### src/rtl/bcd_to_binary.sv
// Three-digit BCD to 10-bit binary converter using the iterative shift-right / subtract-3 algorithm.
// One shift per clock cycle; results are registered and held until the next conversion completes.
module bcd_to_binary (
    input  logic       clk,
    input  logic       reset,
    input  logic       start,
    input  logic [3:0] HUNDREDS,
    input  logic [3:0] TENS,
    input  logic [3:0] ONES,
    output logic [9:0] BIN,
    output logic [7:0] sum,
    output logic       ovf,
    output logic       err,
    output logic       busy,
    output logic       done
);

    localparam logic [1:0] S_IDLE  = 2'd0;
    localparam logic [1:0] S_SHIFT = 2'd1;
    localparam logic [1:0] S_DONE  = 2'd2;

    logic [1:0]  r_state;
    logic [11:0] r_bcd;
    logic [9:0]  r_work;
    logic [3:0]  r_count;
    logic [9:0]  r_bin;
    logic [7:0]  r_sum;
    logic        r_ovf;
    logic        r_err;
    logic        r_busy;
    logic        r_done;

    logic [11:0] w_bcd_shifted;
    logic [11:0] w_bcd_next;
    logic [9:0]  w_work_next;
    logic        w_digit_bad;

    // A digit that reached 8+ after the shift was >=16 before halving; remove the excess 6/2.
    function automatic logic [3:0] adj_digit(input logic [3:0] d);
        if (d >= 4'd8) begin
            return d - 4'd3;
        end else begin
            return d;
        end
    endfunction

    // Datapath for one shift step and input digit legality.
    always_comb begin
        w_bcd_shifted = {1'b0, r_bcd[11:1]};
        w_work_next   = {r_bcd[0], r_work[9:1]};
        w_bcd_next    = {adj_digit(w_bcd_shifted[11:8]),
                         adj_digit(w_bcd_shifted[7:4]),
                         adj_digit(w_bcd_shifted[3:0])};
        w_digit_bad   = (HUNDREDS > 4'd9) || (TENS > 4'd9) || (ONES > 4'd9);
    end

    // Control FSM, conversion registers and registered outputs.
    always_ff @(posedge clk) begin
        if (reset) begin
            r_state <= S_IDLE;
            r_bcd   <= 12'd0;
            r_work  <= 10'd0;
            r_count <= 4'd0;
            r_bin   <= 10'd0;
            r_sum   <= 8'd0;
            r_ovf   <= 1'b0;
            r_err   <= 1'b0;
            r_busy  <= 1'b0;
            r_done  <= 1'b0;
        end else begin
            case (r_state)
                S_IDLE: begin
                    r_done <= 1'b0;
                    if (start) begin
                        r_bcd   <= {HUNDREDS, TENS, ONES};
                        r_work  <= 10'd0;
                        r_count <= 4'd0;
                        r_busy  <= 1'b1;
                        if (w_digit_bad) begin
                            r_err   <= 1'b1;
                            r_bin   <= 10'd0;
                            r_sum   <= 8'd0;
                            r_ovf   <= 1'b0;
                            r_done  <= 1'b1;
                            r_state <= S_DONE;
                        end else begin
                            r_err   <= 1'b0;
                            r_state <= S_SHIFT;
                        end
                    end else begin
                        r_busy <= 1'b0;
                    end
                end
                S_SHIFT: begin
                    r_bcd   <= w_bcd_next;
                    r_work  <= w_work_next;
                    r_count <= r_count + 4'd1;
                    if (r_count == 4'd9) begin
                        r_bin   <= w_work_next;
                        r_sum   <= w_work_next[7:0];
                        r_ovf   <= |w_work_next[9:8];
                        r_done  <= 1'b1;
                        r_state <= S_DONE;
                    end else begin
                        r_state <= S_SHIFT;
                    end
                end
                S_DONE: begin
                    r_done  <= 1'b0;
                    r_busy  <= 1'b0;
                    r_state <= S_IDLE;
                end
                default: begin
                    r_done  <= 1'b0;
                    r_busy  <= 1'b0;
                    r_state <= S_IDLE;
                end
            endcase
        end
    end

    assign BIN  = r_bin;
    assign sum  = r_sum;
    assign ovf  = r_ovf;
    assign err  = r_err;
    assign busy = r_busy;
    assign done = r_done;

endmodule

### config.mk
export PLATFORM = sky130hd
export DESIGN_NAME = bcd_to_binary
export DESIGN_NICKNAME = d
export VERILOG_FILES = /design/src/rtl/bcd_to_binary.sv
export SDC_FILE = /design/constraint.sdc
export NUM_CORES = 1
export LEC_CHECK = 0
export ABC_AREA = 0
export CAP_MARGIN = 5
export CORE_ASPECT_RATIO = 1.4
export CORE_UTILIZATION = 50
export DETAILED_ROUTE_END_ITERATION = 10
export PLACE_DENSITY = 0.85
export SLEW_MARGIN = 20
export SYNTH_ARGS = -nofsm -noshare
export SYNTH_HDL_FRONTEND = slang
export SYNTH_SLANG_ARGS = --single-unit
### constraint.sdc
create_clock -name clk -period 1.63 [get_ports clk]
set_input_delay 0.163 -clock clk [delete_from_list [all_inputs] [get_ports clk]]
set_output_delay 0.163 -clock clk [all_outputs]
set_load 0.005 [all_outputs]
; ---- After elaboration in Yosys (flattened, before gate mapping)
; Index checks and enable logic that the tools add are counted.
[word_totals]
reg_bits = 50
inputBits = 15
out_inout_bits = 22
word_cells = 61
[op_classes]
addsub = 3
magnitude_cmp = 5
eq_ne = 5
muxes = 30
n_reduce_logical = 8
[op_table]
columns = cell, count
row1 = 10-bit 2-to-1 mux, 4
row2 = 10-bit one-hot mux with 2 select lines, 2
row3 = 8-bit 2-to-1 mux, 3
row4 = 12-bit one-hot mux with 2 select lines, 1
row5 = 8-bit one-hot mux with 2 select lines, 1
row6 = "4-bit > comparator, second input constant", 3
row7 = 12-bit 2-to-1 mux, 1
row8 = 4-bit 2-to-1 mux, 3
row9 = "4-bit greater-or-equal comparator, second input constant", 2
row10 = 4-bit one-hot mux with 2 select lines, 1
row11 = "4-bit by 2-bit subtractor with 4-bit output, second input constant", 2
row12 = 1-bit 2-to-1 mux, 7
row13 = 2-bit 2-to-1 mux, 3
row14 = "2-bit != test, second input constant", 3
row15 = 1-bit one-hot mux with 2 select lines, 3
row16 = "4-bit by 1-bit adder with 4-bit output, second input constant", 1
row17 = "4-bit equality test, second input constant", 1
row18 = 2-bit one-hot mux with 2 select lines, 1
row19 = 2-bit AND reduction, 2
row20 = 4-bit AND reduction, 1
row21 = "2-bit by 1-bit equality test with 1-bit output, second input constant", 1
row22 = 2-bit zero test, 1
row23 = 1-bit logical OR, 2
row24 = 2-bit nonzero test, 1
row25 = 2-bit OR reduction, 1

; ---- Depth between registers and ports, before layout
; Gate-level depths: netlist of the first run.
[depth]
depth_word = 6
ltp_mapped = 6
depth_no_buf = 6

; ---- Worst setup path after synthesis of the first run
; No wires, ideal clock.
[synth_path]
kind = register -> register
from = reg r_state[1]
to = reg r_bin[1], in the netlist BIN[1]
arrival_time_ps = 1277
setup_slack_ps = 237
stages_incl_launch_ff = 5
path_buffers = 0
synth_period_minus_slack_ps = 1393
path_cell_list = dfxtp_1 > or3b_4 > a31oi_4 > nor3_4 > a22o_1
[synth_between]
elab_chain_cells = 3
[synth_rtl]
columns = element, line_no
row1 = "start, declared", 22  ; logic [1:0] r_state;
row2 = "start signal, assigned", 60  ; r_state <= S_IDLE;
row3 = "start signal, assigned", 85  ; r_state <= S_DONE;
row4 = "start signal, assigned", 88  ; r_state <= S_SHIFT;
row5 = 2-bit by 1-bit equality test with 1-bit output or 2-bit zero test (tied branches), 71  ; case (r_state)
row6 = 2-bit != test (no line) or 2-bit nonzero test (tied branches), n/a
row7 = 4-bit AND reduction (no line), n/a
row8 = "end signal, assigned", 99  ; r_bin <= w_work_next;
row9 = "end, declared", 26  ; logic [9:0] r_bin;
; Parallel ways exist; a longest one is shown, timed or not.
; A chain may end at the register's enable or synchronous reset.

; ---- Final worst setup path of the first run
[layout_path]
from = reg r_state[0]
to = reg r_bin[2], in the netlist BIN[2]
; The elaborated chain is that of the path after synthesis.

==> results of run 1 <==
[stage by stage]
step | worst slack (ns) | cell area [um2] | TNS [ns]
finish | 0.118 | 2370 | 0
global route | 0.00775 | 2370 | 0
CTS | 0.116 | 2370 | 0
detailed placement | -0.0882 | 2260 | -0.655
global placement | -0.0493 | 2260 | -0.391
floorplan | 0.237 | 1830 | 0
[registers in the layout (all words and copies together) (netlist names)]
signal / count
err: 1
busy: 1
r_count: 4
done: 1
BIN: 10
r_bcd: 12
r_work: 9
ovf: 1
r_state: 2
[power by group]
part | total, mW | internal [mW] | switching (mW)
clock network | 0.835 | 0.499 | 0.336
registers | 1.08 | 1.04 | 0.0398
logic | 0.287 | 0.143 | 0.144
total | 2.20 | 1.68 | 0.520
[synthesized netlist by cell type, types with 3 or more instances]
cell      number  area share
nand3_1       12       0.033
a21oi_1       16       0.044
ha_1           6       0.041
dfxtp_1       41        0.45
nand2_1       28       0.057
a311oi_1       9       0.043
xnor2_1        4       0.019
buf_4          8       0.033
buf_2          6       0.016
nor3_1         5       0.014
clkbuf_1       5       0.010
nor2_1        22       0.045
o21ai_1        3      0.0082
a22o_1         8       0.038
nand2b_1       4       0.014
inv_1          5       0.010
[routing by layer]
layer / vias to the layer above / share of wire
met1: 742 / 0.43
met3: 7 / 0.029
li1: 800 / -
met5: - / 0
met4: 0 / 0.019
met2: 46 / 0.52
[final timing paths]
path | start | to | slack (ns) | depth (start not counted)
worst min-delay path | HUNDREDS[3] | r_bcd[11] | 0.44 | 3
worst min register to register | r_work[8] | r_work[7] | 0.47 | 2
worst max-delay path | r_state[0] | BIN[2] | 0.12 | 4
worst max register to register | r_state[0] | BIN[2] | 0.12 | 4
[cell families after synthesis]
| group | after synthesis | share of synthesized area |
|---|---|---|
| muxes | 2 | 0.0109 |
| xor gates and xnor gates | 5 | 0.0239 |
| AOI/OAI and AO/OA | 48 | 0.191 |
| and+or+nand+nor | 81 | 0.213 |
| DFF | 41 | 0.448 |
| buffers and inverters | 25 | 0.0718 |
| adders and majority gates | 6 | 0.0410 |
[final cells by class]
| type | instances | area (um2) |
|---|---|---|
| multi-input combinational | 142 | 878 |
| sequential | 41 | 821 |
| inverter | 5 | 18.8 |
| timing repair buffer | 53 | 488 |
| fill | 270 | 1070 |
| clock inverter | 1 | 30.0 |
| tap | 40 | 50.0 |
| clock buffer | 7 | 86.3 |
[worst register-to-register path: cells and delay by family (launching register included)]
family,cells,cell delay (ns)
simple gates,2,0.60
flops,1,0.46
compound gates,1,0.21
buf+inv,1,0.20
==> impl_metrics.env, run 1 <==
export IMPL_ir_drop_uv=630
export IMPL_syn_inst=208
export IMPL_path_buf_inv=1
export IMPL_cts_clk_slew_worst_paths_ns=0.07
export IMPL_post_cts_buffers=0
export IMPL_gp_congestion=0.753
export IMPL_setup_viol=0
export IMPL_fmax_ghz=0.661
export IMPL_synth_nets=229
export IMPL_min_period_over_period=0.928
export IMPL_io_pins=37
export IMPL_cts_sinks=41
export IMPL_grt_antenna_before_repair=0
export IMPL_dpl_cell_count=281
export IMPL_grt_pass1_wl_mm=6.40
export IMPL_avgViaCountPerCell=5.52
export IMPL_root_buffer="clkbuf_8"
export IMPL_final_util=0.689
export IMPL_tritoncts="built"
export IMPL_area_delta_synth_final_pct=29.6
export IMPL_worst_setup_path_type="flop to flop"
export IMPL_worstMarginPinSlew_ns=0.490
export IMPL_async_flop_share=0
export IMPL_die_w_um=53.1
export IMPL_critPathMaxFanout=8
export IMPL_cpPeakStageDelay_ns=0.46
export IMPL_leakagePower_nw=0.885
export IMPL_hold_class="primary input to flop"
export IMPL_initial_core_util=0.532
export IMPL_route_detailed_drc=0
export IMPL_cp_start_kind="flop"
export IMPL_run_status="completed"
export IMPL_first_pass_iters=4
export IMPL_overflow=0
export IMPL_final_cells=289
export IMPL_antenna_cells=0
export IMPL_path_cells="nand2b_1, buf_4, nor3_2, a22o_1"
export IMPL_max_slew_margin=0.672
export IMPL_wl_per_cell_um=13.0
export IMPL_synth_edf_count=0
export IMPL_num_rows=25
export IMPL_clkLatencyLatePin_ns=0.29
export IMPL_dieHeight_um=73.6
export IMPL_nets=269
export IMPL_drt_iter0_drc=40
export IMPL_maxCapViolCount=0
export IMPL_worst_hold_slack_ns=0.443
export IMPL_ys_seq_area_frac=0.448
export IMPL_maxSlewViolCount=0
export IMPL_avgSynthCellArea_um2=8.80
export IMPL_ys_ff_latch=41
export IMPL_grt_pass1_vias=1482
export IMPL_drive_above_1_share=0.120
export IMPL_fp_dieArea_mm2=0.00391
export IMPL_cp_end_kind="flop"
export IMPL_cts_buffers=5
export IMPL_vias=1595
export IMPL_htreeDepth=2
export IMPL_grt_max_degree=22
export IMPL_p_total_mw=2.20
export IMPL_synth_cell_type_count=36
export IMPL_min_period_ns=1.51
export IMPL_dpl_hpwl_mm=2.65
export IMPL_grt_use_total=0.225
export IMPL_core_area_mm2=0.00344
export IMPL_powerDensity_mw_per_mm2=928
export IMPL_ys_flop_type="dfxtp_1"
export IMPL_drtAntennaViolNets=0
export IMPL_grt_use_met3=0.0476
export IMPL_syn_cell_area_mm2=0.00183
export IMPL_required_ns=1.87
export IMPL_grtUsageMet2=0.401
export IMPL_crit_slowest_cell="dfxtp_1"
export IMPL_rsz0062_at_grt="false"
export IMPL_cts_resized=0
export IMPL_arrival_ns=1.75
export IMPL_cts_hold_buffers=0
export IMPL_final_cell_mix="41 x dfxtp_1, 36 x clkdlybuf4s50_1, 28 x nand2_1"
export IMPL_grt_busiest_layer="met2"
export IMPL_final_common_cell="dfxtp_1"
export IMPL_hold_viol_final=0
export IMPL_clock_skew_ns=0.00639
export IMPL_route_final_wire_length_mm=3.76
export IMPL_crit_family="simple AND/OR/NAND/NOR gates"
export IMPL_io_buffers=36
export IMPL_use_met1=0.241
export IMPL_cts_buffer_depth=2
export IMPL_ys_warn_count=0
Note: power is estimated with default switching activity, not from simulation.
==> inputs of run 2 (changes only) <==
==> constraint.sdc (replaced) <==
create_clock -name clk -period 1.7 [get_ports clk]
set_input_delay 0.17 -clock clk [delete_from_list [all_inputs] [get_ports clk]]
set_output_delay 0.17 -clock clk [all_outputs]
set_load 0.01 [all_outputs]
==> impl_metrics.env, run 2 (synthesis gave the netlist of run 1 again) <==
export IMPL_run_status="completed"
export IMPL_arrival_ns=1.76
export IMPL_min_period_over_period=0.923
export IMPL_num_rows=25
export IMPL_die_w_um=53.1
export IMPL_area_delta_synth_final_pct=29.8
export IMPL_grt_pass1_wl_mm=6.30
export IMPL_path_cells="ha_1, nand3b_1, nor2_2, nor3_4, a22o_1"
export IMPL_maxCapViolCount=0
export IMPL_leakagePower_nw=0.884
export IMPL_powerDensity_mw_per_mm2=901
export IMPL_largest_register_ff_count=12
export IMPL_drt_iter0_drc=51
export IMPL_post_cts_buffers=0
export IMPL_fmax_ghz=0.637
export IMPL_cts_clk_slew_worst_paths_ns=0.08
export IMPL_crit_slowest_cell="dfxtp_1"
export IMPL_min_period_ns=1.57
export IMPL_required_ns=1.89
export IMPL_grt_pass1_vias=1427
export IMPL_htreeDepth=2
export IMPL_hold_class="primary input to flop"
export IMPL_cts_buffer_depth=2
export IMPL_clock_skew_ns=0.00769
export IMPL_tritoncts="built"
export IMPL_cp_end_kind="flop"
export IMPL_grt_antenna_before_repair=0
export IMPL_setup_viol=0
export IMPL_hold_viol_final=0
export IMPL_overflow=0
export IMPL_fp_dieArea_mm2=0.00391
export IMPL_fillers=286
export IMPL_top_layer_used="met4"
export IMPL_worst_setup_path_type="flop to flop"
export IMPL_gp_congestion=0.775
export IMPL_preCtsSetupSlack_ns=-0.00301
export IMPL_dr_wl_met2_mm=1.98
export IMPL_max_slew_margin=0.673
export IMPL_wl_met3_um=148
export IMPL_cp_start_kind="flop"
export IMPL_rsz0062_at_grt="false"
export IMPL_largest_register="r_bcd"
export IMPL_cts_sinks=41
export IMPL_root_buffer="clkbuf_8"
export IMPL_maxSlewViolCount=0
export IMPL_grt_use_total=0.223
export IMPL_ir_drop_uv=795
export IMPL_p_total_mw=2.14
export IMPL_worstMarginPinSlew_ns=0.488
export IMPL_wl_per_cell_um=13.2
export IMPL_cts_resized=0
export IMPL_dpl_hpwl_mm=2.78
export IMPL_antenna_cells=0
export IMPL_route_detailed_drc=0
export IMPL_critPathMaxFanout=9
export IMPL_reg2reg_depth=5
export IMPL_initial_core_util=0.532
export IMPL_final_cell_mix="41 x dfxtp_1, 36 x clkdlybuf4s50_1, 28 x nand2_1"
export IMPL_nets=269
export IMPL_cts_buffers=5
export IMPL_route_final_wire_length_mm=3.82
export IMPL_avgViaCountPerCell=5.56
export IMPL_final_common_cell="dfxtp_1"
export IMPL_vias=1608
export IMPL_clkLatencyLatePin_ns=0.30
export IMPL_drtAntennaViolNets=0
export IMPL_dieHeight_um=73.6
export IMPL_fin_area_mm2=0.00238
export IMPL_drt_met1_wl_mm=1.61
export IMPL_dpl_cell_area_mm2=0.00226
export IMPL_drive_above_1_share=0.124
export IMPL_cpPeakStageDelay_ns=0.43
export IMPL_core_area_mm2=0.00344
export IMPL_holdPathStages=3
export IMPL_grt_max_degree=22
export IMPL_first_pass_iters=4
export IMPL_cts_hold_buffers=0
export IMPL_io_pins=37
export IMPL_fin_ws_ns=0.131
export IMPL_io_buffers=36
## run 2: layer usage
metal / global-route usage / vias up
met1: 0.247 / 763
met2: 0.385 / 41
li1: - / 797
met4: 0.108 / 0
met5: 0 / -
met3: 0.0559 / 7
## run 2: area by class of cell
class	instances	area, um2	area share
Multi-Input combinational cell	142	878	0.370
Inverter	5	18.8	0.00790
Tap cell	40	50.0	0.0211
Clock buffer	6	82.6	0.0348
Timing Repair Buffer	53	488	0.205
Sequential cell	41	821	0.345
Clock inverter	2	37.5	0.0158
## run 2: per-stage QoR
stage | setup TNS, ns | utilization | hold WS [ns] | instances
after global placement | 0 | 0.656 | 0.453 | 281
after CTS | 0 | 0.691 | 0.442 | 289
after global routing | 0 | 0.691 | 0.463 | 289
after detailed placement | -0.00326 | 0.656 | 0.466 | 281
final | 0 | 0.691 | 0.444 | 289
after floorplan | 0 | - | 0.306 | 208
## run 2: path summary, 6_finish.rpt
| check | start | to | slack, ns |
|---|---|---|---|
| setup / recovery | r_count[0] | BIN[1] | 0.13 |
| hold / removal | HUNDREDS[3] | r_bcd[11] | 0.44 |
| setup reg to reg | r_count[0] | BIN[1] | 0.13 |
| hold reg to reg | r_work[1] | r_work[1] | 0.47 |
## run 2: power by group
part           switching, mW  internal (mW)  total, mW  leakage, nW
clock network          0.351          0.477      0.828       0.0574
registers             0.0385          0.996       1.03        0.333
logic                  0.139          0.138      0.277        0.493
## run 2: worst max-delay path: cells and delay by family (launching register included)
family          cells  cell delay [ns]
compound gates      1             0.25
fa+ha+maj           1             0.20
flops               1             0.43
simple gates        3             0.58
